<file path="config.mk">
export PLATFORM = sky130hd
export DESIGN_NAME = morse_keyer
export DESIGN_NICKNAME = d
export VERILOG_FILES = /design/src/rtl/morse_pkg.sv /design/src/rtl/morse_rom.sv /design/src/rtl/morse_keyer.sv
export SDC_FILE = /design/constraint.sdc
export NUM_CORES = 1
export LEC_CHECK = 0
export CAP_MARGIN = 10
export CORE_UTILIZATION = 45
export CTS_BUF_LIST = sky130_fd_sc_hd__clkbuf_4 sky130_fd_sc_hd__clkbuf_8
export DETAILED_ROUTE_END_ITERATION = 6
export GPL_TIMING_DRIVEN = 0
export PLACE_DENSITY = 0.6
export SYNTH_ARGS = -nofsm -noshare
export SYNTH_HDL_FRONTEND = slang
export SYNTH_SLANG_ARGS = --single-unit
</file>
<file path="constraint.sdc">
create_clock -name clk -period 7.9 [get_ports clk]
set_input_delay 1.185 -clock clk [delete_from_list [all_inputs] [get_ports clk]]
set_output_delay 1.185 -clock clk [all_outputs]
set_load 0.05 [all_outputs]
</file>
<file path="src/rtl/morse_pkg.sv">
// Shared types and constants for the Morse keyer and its code ROM.
package morse_pkg;

  localparam int unsigned CODE_W = 6;
  localparam int unsigned LEN_W  = 3;
  localparam int unsigned PAT_W  = 5;
  localparam int unsigned UNIT_W = 2;
  localparam int unsigned IDX_W  = 3;

  localparam logic [CODE_W-1:0] CODE_WORD_SPACE = CODE_W'(36);
  localparam logic [CODE_W-1:0] CODE_MAX_VALID  = CODE_W'(36);

  localparam int unsigned DOT_UNITS        = 1;
  localparam int unsigned DASH_UNITS       = 3;
  localparam int unsigned ELEM_GAP_UNITS   = 1;
  localparam int unsigned CHAR_GAP_UNITS   = 3;
  localparam int unsigned WORD_EXTRA_UNITS = 4;

  typedef enum logic [2:0] {
    IDLE     = 3'd0,
    MARK     = 3'd1,
    ELEM_GAP = 3'd2,
    CHAR_GAP = 3'd3,
    WORD_GAP = 3'd4
  } state_e;

  // Pattern is left-aligned: pat[PAT_W-1] is the first element, 1 = dash.
  typedef struct packed {
    logic             valid;
    logic [LEN_W-1:0] len;
    logic [PAT_W-1:0] pat;
  } rom_entry_t;

  function automatic rom_entry_t rom_entry(input logic [LEN_W-1:0] len,
                                           input logic [PAT_W-1:0] pat);
    rom_entry_t e;
    e.valid = 1'b1;
    e.len   = len;
    e.pat   = pat;
    return e;
  endfunction

  // Number of Morse units spent in a state; dash selects the mark length.
  function automatic int unsigned state_units(input state_e st, input logic dash);
    int unsigned u;
    case (st)
      MARK:     u = dash ? DASH_UNITS : DOT_UNITS;
      ELEM_GAP: u = ELEM_GAP_UNITS;
      CHAR_GAP: u = CHAR_GAP_UNITS;
      WORD_GAP: u = WORD_EXTRA_UNITS;
      default:  u = 1;
    endcase
    return u;
  endfunction

endpackage

</file>
<file path="src/rtl/morse_rom.sv">
// Combinational symbol-code to ITU Morse element table (letters and digits only).
module morse_rom
  import morse_pkg::*;
(
  input  logic [CODE_W-1:0] code_i,
  output logic              valid_o,
  output logic [LEN_W-1:0]  len_o,
  output logic [PAT_W-1:0]  pat_o
);

  rom_entry_t ent;

  always_comb begin
    ent = '0;
    case (code_i)
      6'd0:  ent = rom_entry(3'd2, 5'b01000); // A .-
      6'd1:  ent = rom_entry(3'd4, 5'b10000); // B -...
      6'd2:  ent = rom_entry(3'd4, 5'b10100); // C -.-.
      6'd3:  ent = rom_entry(3'd3, 5'b10000);
      6'd4:  ent = rom_entry(3'd1, 5'b00000);
      6'd5:  ent = rom_entry(3'd4, 5'b00100);
      6'd6:  ent = rom_entry(3'd3, 5'b11000);
      6'd7:  ent = rom_entry(3'd4, 5'b00000);
      6'd8:  ent = rom_entry(3'd2, 5'b00000);
      6'd9:  ent = rom_entry(3'd4, 5'b01110);
      6'd10: ent = rom_entry(3'd3, 5'b10100);
      6'd11: ent = rom_entry(3'd4, 5'b01000);
      6'd12: ent = rom_entry(3'd2, 5'b11000);
      6'd13: ent = rom_entry(3'd2, 5'b10000);
      6'd14: ent = rom_entry(3'd3, 5'b11100);
      6'd15: ent = rom_entry(3'd4, 5'b01100);
      6'd16: ent = rom_entry(3'd4, 5'b11010);
      6'd17: ent = rom_entry(3'd3, 5'b01000);
      6'd18: ent = rom_entry(3'd3, 5'b00000);
      6'd19: ent = rom_entry(3'd1, 5'b10000);
      6'd20: ent = rom_entry(3'd3, 5'b00100);
      6'd21: ent = rom_entry(3'd4, 5'b00010);
      6'd22: ent = rom_entry(3'd3, 5'b01100);
      6'd23: ent = rom_entry(3'd4, 5'b10010);
      6'd24: ent = rom_entry(3'd4, 5'b10110);
      6'd25: ent = rom_entry(3'd4, 5'b11000);
      6'd26: ent = rom_entry(3'd5, 5'b11111); // digit 0
      6'd27: ent = rom_entry(3'd5, 5'b01111);
      6'd28: ent = rom_entry(3'd5, 5'b00111);
      6'd29: ent = rom_entry(3'd5, 5'b00011);
      6'd30: ent = rom_entry(3'd5, 5'b00001);
      6'd31: ent = rom_entry(3'd5, 5'b00000);
      6'd32: ent = rom_entry(3'd5, 5'b10000);
      6'd33: ent = rom_entry(3'd5, 5'b11000);
      6'd34: ent = rom_entry(3'd5, 5'b11100);
      6'd35: ent = rom_entry(3'd5, 5'b11110);
      default: ent = '0;
    endcase
  end

  assign valid_o = ent.valid;
  assign len_o   = ent.len;
  assign pat_o   = ent.pat;

endmodule

</file>
<file path="src/rtl/morse_keyer.sv">
// Morse transmitter: accepts one symbol code per handshake and keys it onto dout
// with unit timing; the next code is taken on the final gap cycle for exact spacing.
module morse_keyer
  import morse_pkg::*;
#(
  parameter int unsigned UNIT_CYCLES = 1,
  parameter int unsigned PRESC_W     = 16
) (
  input  logic              clk,
  input  logic              reset,
  input  logic              in_valid,
  input  logic [CODE_W-1:0] in_code,
  output logic              in_ready,
  output logic              dout,
  output logic              busy,
  output logic              elem_dot,
  output logic              elem_dash,
  output logic              err
);

  localparam logic [PRESC_W-1:0] PRESC_LAST = PRESC_W'(UNIT_CYCLES - 1);

  state_e             state_q, state_d;
  logic [PRESC_W-1:0] presc_q, presc_d;
  logic [UNIT_W-1:0]  unit_q, unit_d;
  logic [IDX_W-1:0]   idx_q, idx_d;
  logic [LEN_W-1:0]   len_q, len_d;
  logic [PAT_W-1:0]   pat_q, pat_d;
  logic               dout_q, dout_d;
  logic               busy_q, busy_d;
  logic               ready_q, ready_d;
  logic               dot_q, dot_d;
  logic               dash_q, dash_d;
  logic               err_q, err_d;

  logic               rom_valid;
  logic [LEN_W-1:0]   rom_len;
  logic [PAT_W-1:0]   rom_pat;

  logic               xfer;
  logic               unit_end;
  logic               state_last;
  logic               take;
  logic               enter_mark;
  logic [PAT_W-1:0]   cur_sh;
  logic [PAT_W-1:0]   nxt_sh;

  morse_rom u_rom (
    .code_i  (in_code),
    .valid_o (rom_valid),
    .len_o   (rom_len),
    .pat_o   (rom_pat)
  );

  assign xfer       = in_valid && ready_q;
  assign unit_end   = (presc_q == PRESC_LAST);
  assign cur_sh     = pat_q << idx_q;
  assign state_last = unit_end &&
                      (unit_q == UNIT_W'(state_units(state_q, cur_sh[PAT_W-1]) - 1));

  // Next-state, counters and registered outputs.
  always_comb begin
    state_d = state_q;
    presc_d = presc_q;
    unit_d  = unit_q;
    idx_d   = idx_q;
    len_d   = len_q;
    pat_d   = pat_q;
    err_d   = 1'b0;
    take    = 1'b0;

    case (state_q)
      IDLE:     take = xfer;
      MARK:     if (state_last) state_d = (idx_q == len_q - IDX_W'(1)) ? CHAR_GAP : ELEM_GAP;
      ELEM_GAP: if (state_last) begin
                  state_d = MARK;
                  idx_d   = idx_q + IDX_W'(1);
                end
      CHAR_GAP,
      WORD_GAP: if (state_last) begin
                  state_d = IDLE;
                  take    = xfer;
                end
      default:  state_d = IDLE;
    endcase

    // An invalid code from a gap still owes the line a fresh character gap.
    if (take) begin
      if (rom_valid) begin
        state_d = MARK;
        idx_d   = '0;
        len_d   = rom_len;
        pat_d   = rom_pat;
      end else if (in_code == CODE_WORD_SPACE) begin
        state_d = WORD_GAP;
      end else begin
        err_d   = 1'b1;
        state_d = (state_q == IDLE) ? IDLE : CHAR_GAP;
      end
    end

    if (state_q == IDLE || state_last) begin
      presc_d = '0;
      unit_d  = '0;
    end else if (unit_end) begin
      presc_d = '0;
      unit_d  = unit_q + UNIT_W'(1);
    end else begin
      presc_d = presc_q + PRESC_W'(1);
    end

    nxt_sh     = pat_d << idx_d;
    enter_mark = (state_d == MARK) && (state_q != MARK);
    dot_d      = enter_mark && !nxt_sh[PAT_W-1];
    dash_d     = enter_mark && nxt_sh[PAT_W-1];
    dout_d     = (state_d == MARK);
    busy_d     = (state_d != IDLE);
    ready_d    = (state_d == IDLE) ||
                 (((state_d == CHAR_GAP) || (state_d == WORD_GAP)) &&
                  (presc_d == PRESC_LAST) &&
                  (unit_d == UNIT_W'(state_units(state_d, 1'b0) - 1)));
  end

  always_ff @(posedge clk) begin
    if (reset) begin
      state_q <= IDLE;
      presc_q <= '0;
      unit_q  <= '0;
      idx_q   <= '0;
      len_q   <= '0;
      pat_q   <= '0;
      dout_q  <= 1'b0;
      busy_q  <= 1'b0;
      ready_q <= 1'b1;
      dot_q   <= 1'b0;
      dash_q  <= 1'b0;
      err_q   <= 1'b0;
    end else begin
      state_q <= state_d;
      presc_q <= presc_d;
      unit_q  <= unit_d;
      idx_q   <= idx_d;
      len_q   <= len_d;
      pat_q   <= pat_d;
      dout_q  <= dout_d;
      busy_q  <= busy_d;
      ready_q <= ready_d;
      dot_q   <= dot_d;
      dash_q  <= dash_d;
      err_q   <= err_d;
    end
  end

  assign in_ready  = ready_q;
  assign dout      = dout_q;
  assign busy      = busy_q;
  assign elem_dot  = dot_q;
  assign elem_dash = dash_q;
  assign err       = err_q;

endmodule

</file>
==> flow_summary.yaml <==
cells_and_area:
  stdcell_area_mm2: 0.00314
  post_layout_nonfiller_instances: 458
  antenna-diode-count: 0
  area_growth_pct: 9.90
  drive_gt1_frac: 0.102
  finish.net_count: 401
  utilization_after_layout: 0.521
critical_path:
  crit_path_start: "in_code[0]"
  rr_worst_depth: 9
  timing.critical_path.from_type: "primary input"
  crit_arrival_ps: 4170
  crit_type: "in2reg"
  r2r-start: "idx_q[0]"
  path_max_fanout: 9
  worst_setup_path_end_kind: "register"
  worst_ep_required_time_ps: 8100
  ff2ff_setup_slack_ps: 4750
floorplanning:
  die-height_um: 81.7
  core_region_area_mm2: 0.00603
  floorplan.rows: 28
  top_level_i_o_count: 15
  fp.dieW_um: 81.7
  starting_density_of_the_core: 0.474
  design.die.area_mm2: 0.00667
sta:
  fin_crit_sh: 0.503
  max_freq_mhz: 252
  setup_tns_ps: 0
  final-setup-viol-count: 0
  final-hold-violation-count: 0
  final.setup_skew_ps: 15.1
  finalCriticalPeriod_ps: 3970
  timing_worst_slew_pin_value_ps: 555
  final_critical_path_setup_slack_ps: 3930
  slew_headroom: 0.627
  grt_setup_unrepaired: "no"
  timing_max_transition_violations_final: 0
placed_design:
  numPlacedInstances: 451
  buffer_ports.inserted: 11
  finalWeightedCongestion: 0.870
  postPlaceCellArea_mm2: 0.00306
  dp_hpwl_um: 4910
  place_worst_setup_slack_ps: 3670
synth:
  seq_area_frac_synth: 0.266
  postSynth.topFlopCell: "dfxtp_1"
  postSynthCellCount: 365
  average_footprint_of_a_synthesized_cell_um2: 7.83
  synth_cell_type_count: 64
  ffs_w_async_s_r_synth: 0
  syn_area_mm2: 0.00286
  synth.yosys.warnings: 0
  synth-edff-count: 0
  synth_fp_nets: 383
  yosys_reg_bits: 38
run_status:
  outcome: "completed"
drt:
  post-route-drc-count: 0
  via_per_inst: 5.82
  drt_iter0_drc: 112
  drtAntennaViolNets: 0
  detail_route.wl_per_cell_um: 14.3
  wl_um: 6550
  drt-pass1-iter-count: 5
  routed-via-count: 2664
clock_network:
  cts_root_buf: "clkbuf_8"
  cts-root-to-sink-buffers: 2
  cts.htree.levels: 2
  ctsHoldBuffers: 0
  cts_setup_buffers: 0
  clock_sink_count: 38
  cts-resized-gates: 0
  clkTransAtPathRegs_ps: 70
  cts_made_buffers: 5
  tritoncts: "yes"
  clk_latency_ps: 300
power_and_ir_drop:
  share_clk_of_total_power: 0.184
  worst_ir_drop_vdd_uv: 169
  switching_share: 0.415
  sequentialPowerShare: 0.329
  p_leak_nw: 1.13
  pwr_density_cell_mw_per_mm2: 222
  internal_power_w: 0.000407
  netSwitchingPower_w: 0.000289
  combPwrFrac: 0.487
min_path:
  hp-class: "reg2reg"
  hold_path.startpoint: "len_q[1]"
  hold_path_depth: 2
global_route:
  grt_pass1_wl_um: 11300
  globalRouteOverflowTotal: 0
  grt_start_max_net_pins: 12
  antenna_violations_before_repair: 0
  grtUsageTotal: 0.218
  grt_pass1_vias: 2374
flow_run:
  max_cap_viol_count: 0
[area by class of cell]
cell class	instances	area, µm²
well taps	75	93.8
repair buffers	11	110
plain buffers	30	145
fillers	610	2890
inverters	16	60.1
clock inverters	2	10.0
clock buffers	5	68.8
flip-flops and latches	38	761
multi-input cells	281	1890
[through the flow]
stage | hold WS (ps) | power [W]
floorplan | 444 | 0.000494
global placement | 475 | 0.000566
CTS | 480 | 0.000700
finish | 475 | 0.000695
detailed placement | 468 | 0.000570
global route | 494 | 0.000743
[power groups by stage]
stage	clock [W]	sequential [W]	combinational [W]
6_report	0.000128	0.000229	0.000339
5_1_grt	0.000139	0.000232	0.000372
4_1_cts	0.000132	0.000229	0.000339
3_5_place_dp	0	0.000234	0.000336
3_3_place_gp	0	0.000233	0.000333
2_1_floorplan	0	0.000263	0.000232
[worst paths after layout]
path,to
setup / recovery,in_ready
hold / removal,len_q[1]
setup reg to reg,in_ready
hold reg to reg,len_q[1]
[synthesized netlist by cell type (4+ instances only)]
library cell   n  share of area
a211oi_1       6          0.016
a31oi_1        6          0.013
clkbuf_1      13          0.017
nand4_1        6          0.013
o21ai_0       14          0.025
buf_2         12          0.021
xor2_1        15          0.046
ha_1           9          0.039
nor2_1        48          0.063
nor4_1         5          0.011
inv_1         16          0.021
xnor2_1       12          0.037
nand3_1       10          0.018
nor2b_1        4         0.0088
dfxtp_1       38           0.27
mux2i_1        4          0.014
or3_1          4         0.0088
nor3_1        17          0.030
o211ai_1       5          0.013
nand2b_1       6          0.013
a21oi_1       13          0.023
o21a_1         4          0.011
nand2_1       30          0.039
[placed cells by master, fill, tap and decap left out, types with 9 or more instances in the layout]
cell type	count
xnor2_1	12
nand3_1	10
o21ai_0	14
nor2_1	48
inv_1	16
ha_1	9
nor3_1	17
dfxtp_1	38
xor2_1	15
clkdlybuf4s50_1	11
buf_2	12
clkbuf_1	13
nand2_1	30
a21oi_1	13
[kinds of logic (layout without fill, tap and decap cells)]
logic type | count (synthesis) | after routing | synth area share
AO/OA/AOI/OAI | 79 | 79 | 0.215
buffers and inverters | 46 | 64 | 0.0718
AND/OR/NAND/NOR | 158 | 158 | 0.291
multiplexers | 8 | 8 | 0.0337
flip-flops | 38 | 38 | 0.266
XOR/XNOR | 27 | 27 | 0.0828
adder cells (fa/ha/maj) | 9 | 9 | 0.0394
[registers in the layout (all words and copies together) (netlist names)]
register	count
state_q	3
elem_dash	1
in_ready	1
busy	1
unit_q	2
dout	1
idx_q	3
err	1
pat_q	5
len_q	3
elem_dot	1
presc_q	16
[per-layer routing]
layer | track usage | routed length [µm]
met1 | 0.307 | 3350
met2 | 0.341 | 2810
met3 | 0.0333 | 278
met4 | 0.0614 | 104
met5 | 0 | 0
[critical path, stage by stage]
cell and delay, ps:
clkdlybuf4s50_1 570, inv_1 190, ha_1 320, nand2_1 90
nor4_1 430, or3_1 190, o211ai_1 90, mux2_2 300
or3_1 340, mux2_2 280, o41ai_2 190
(Power assumes the default switching activity.)
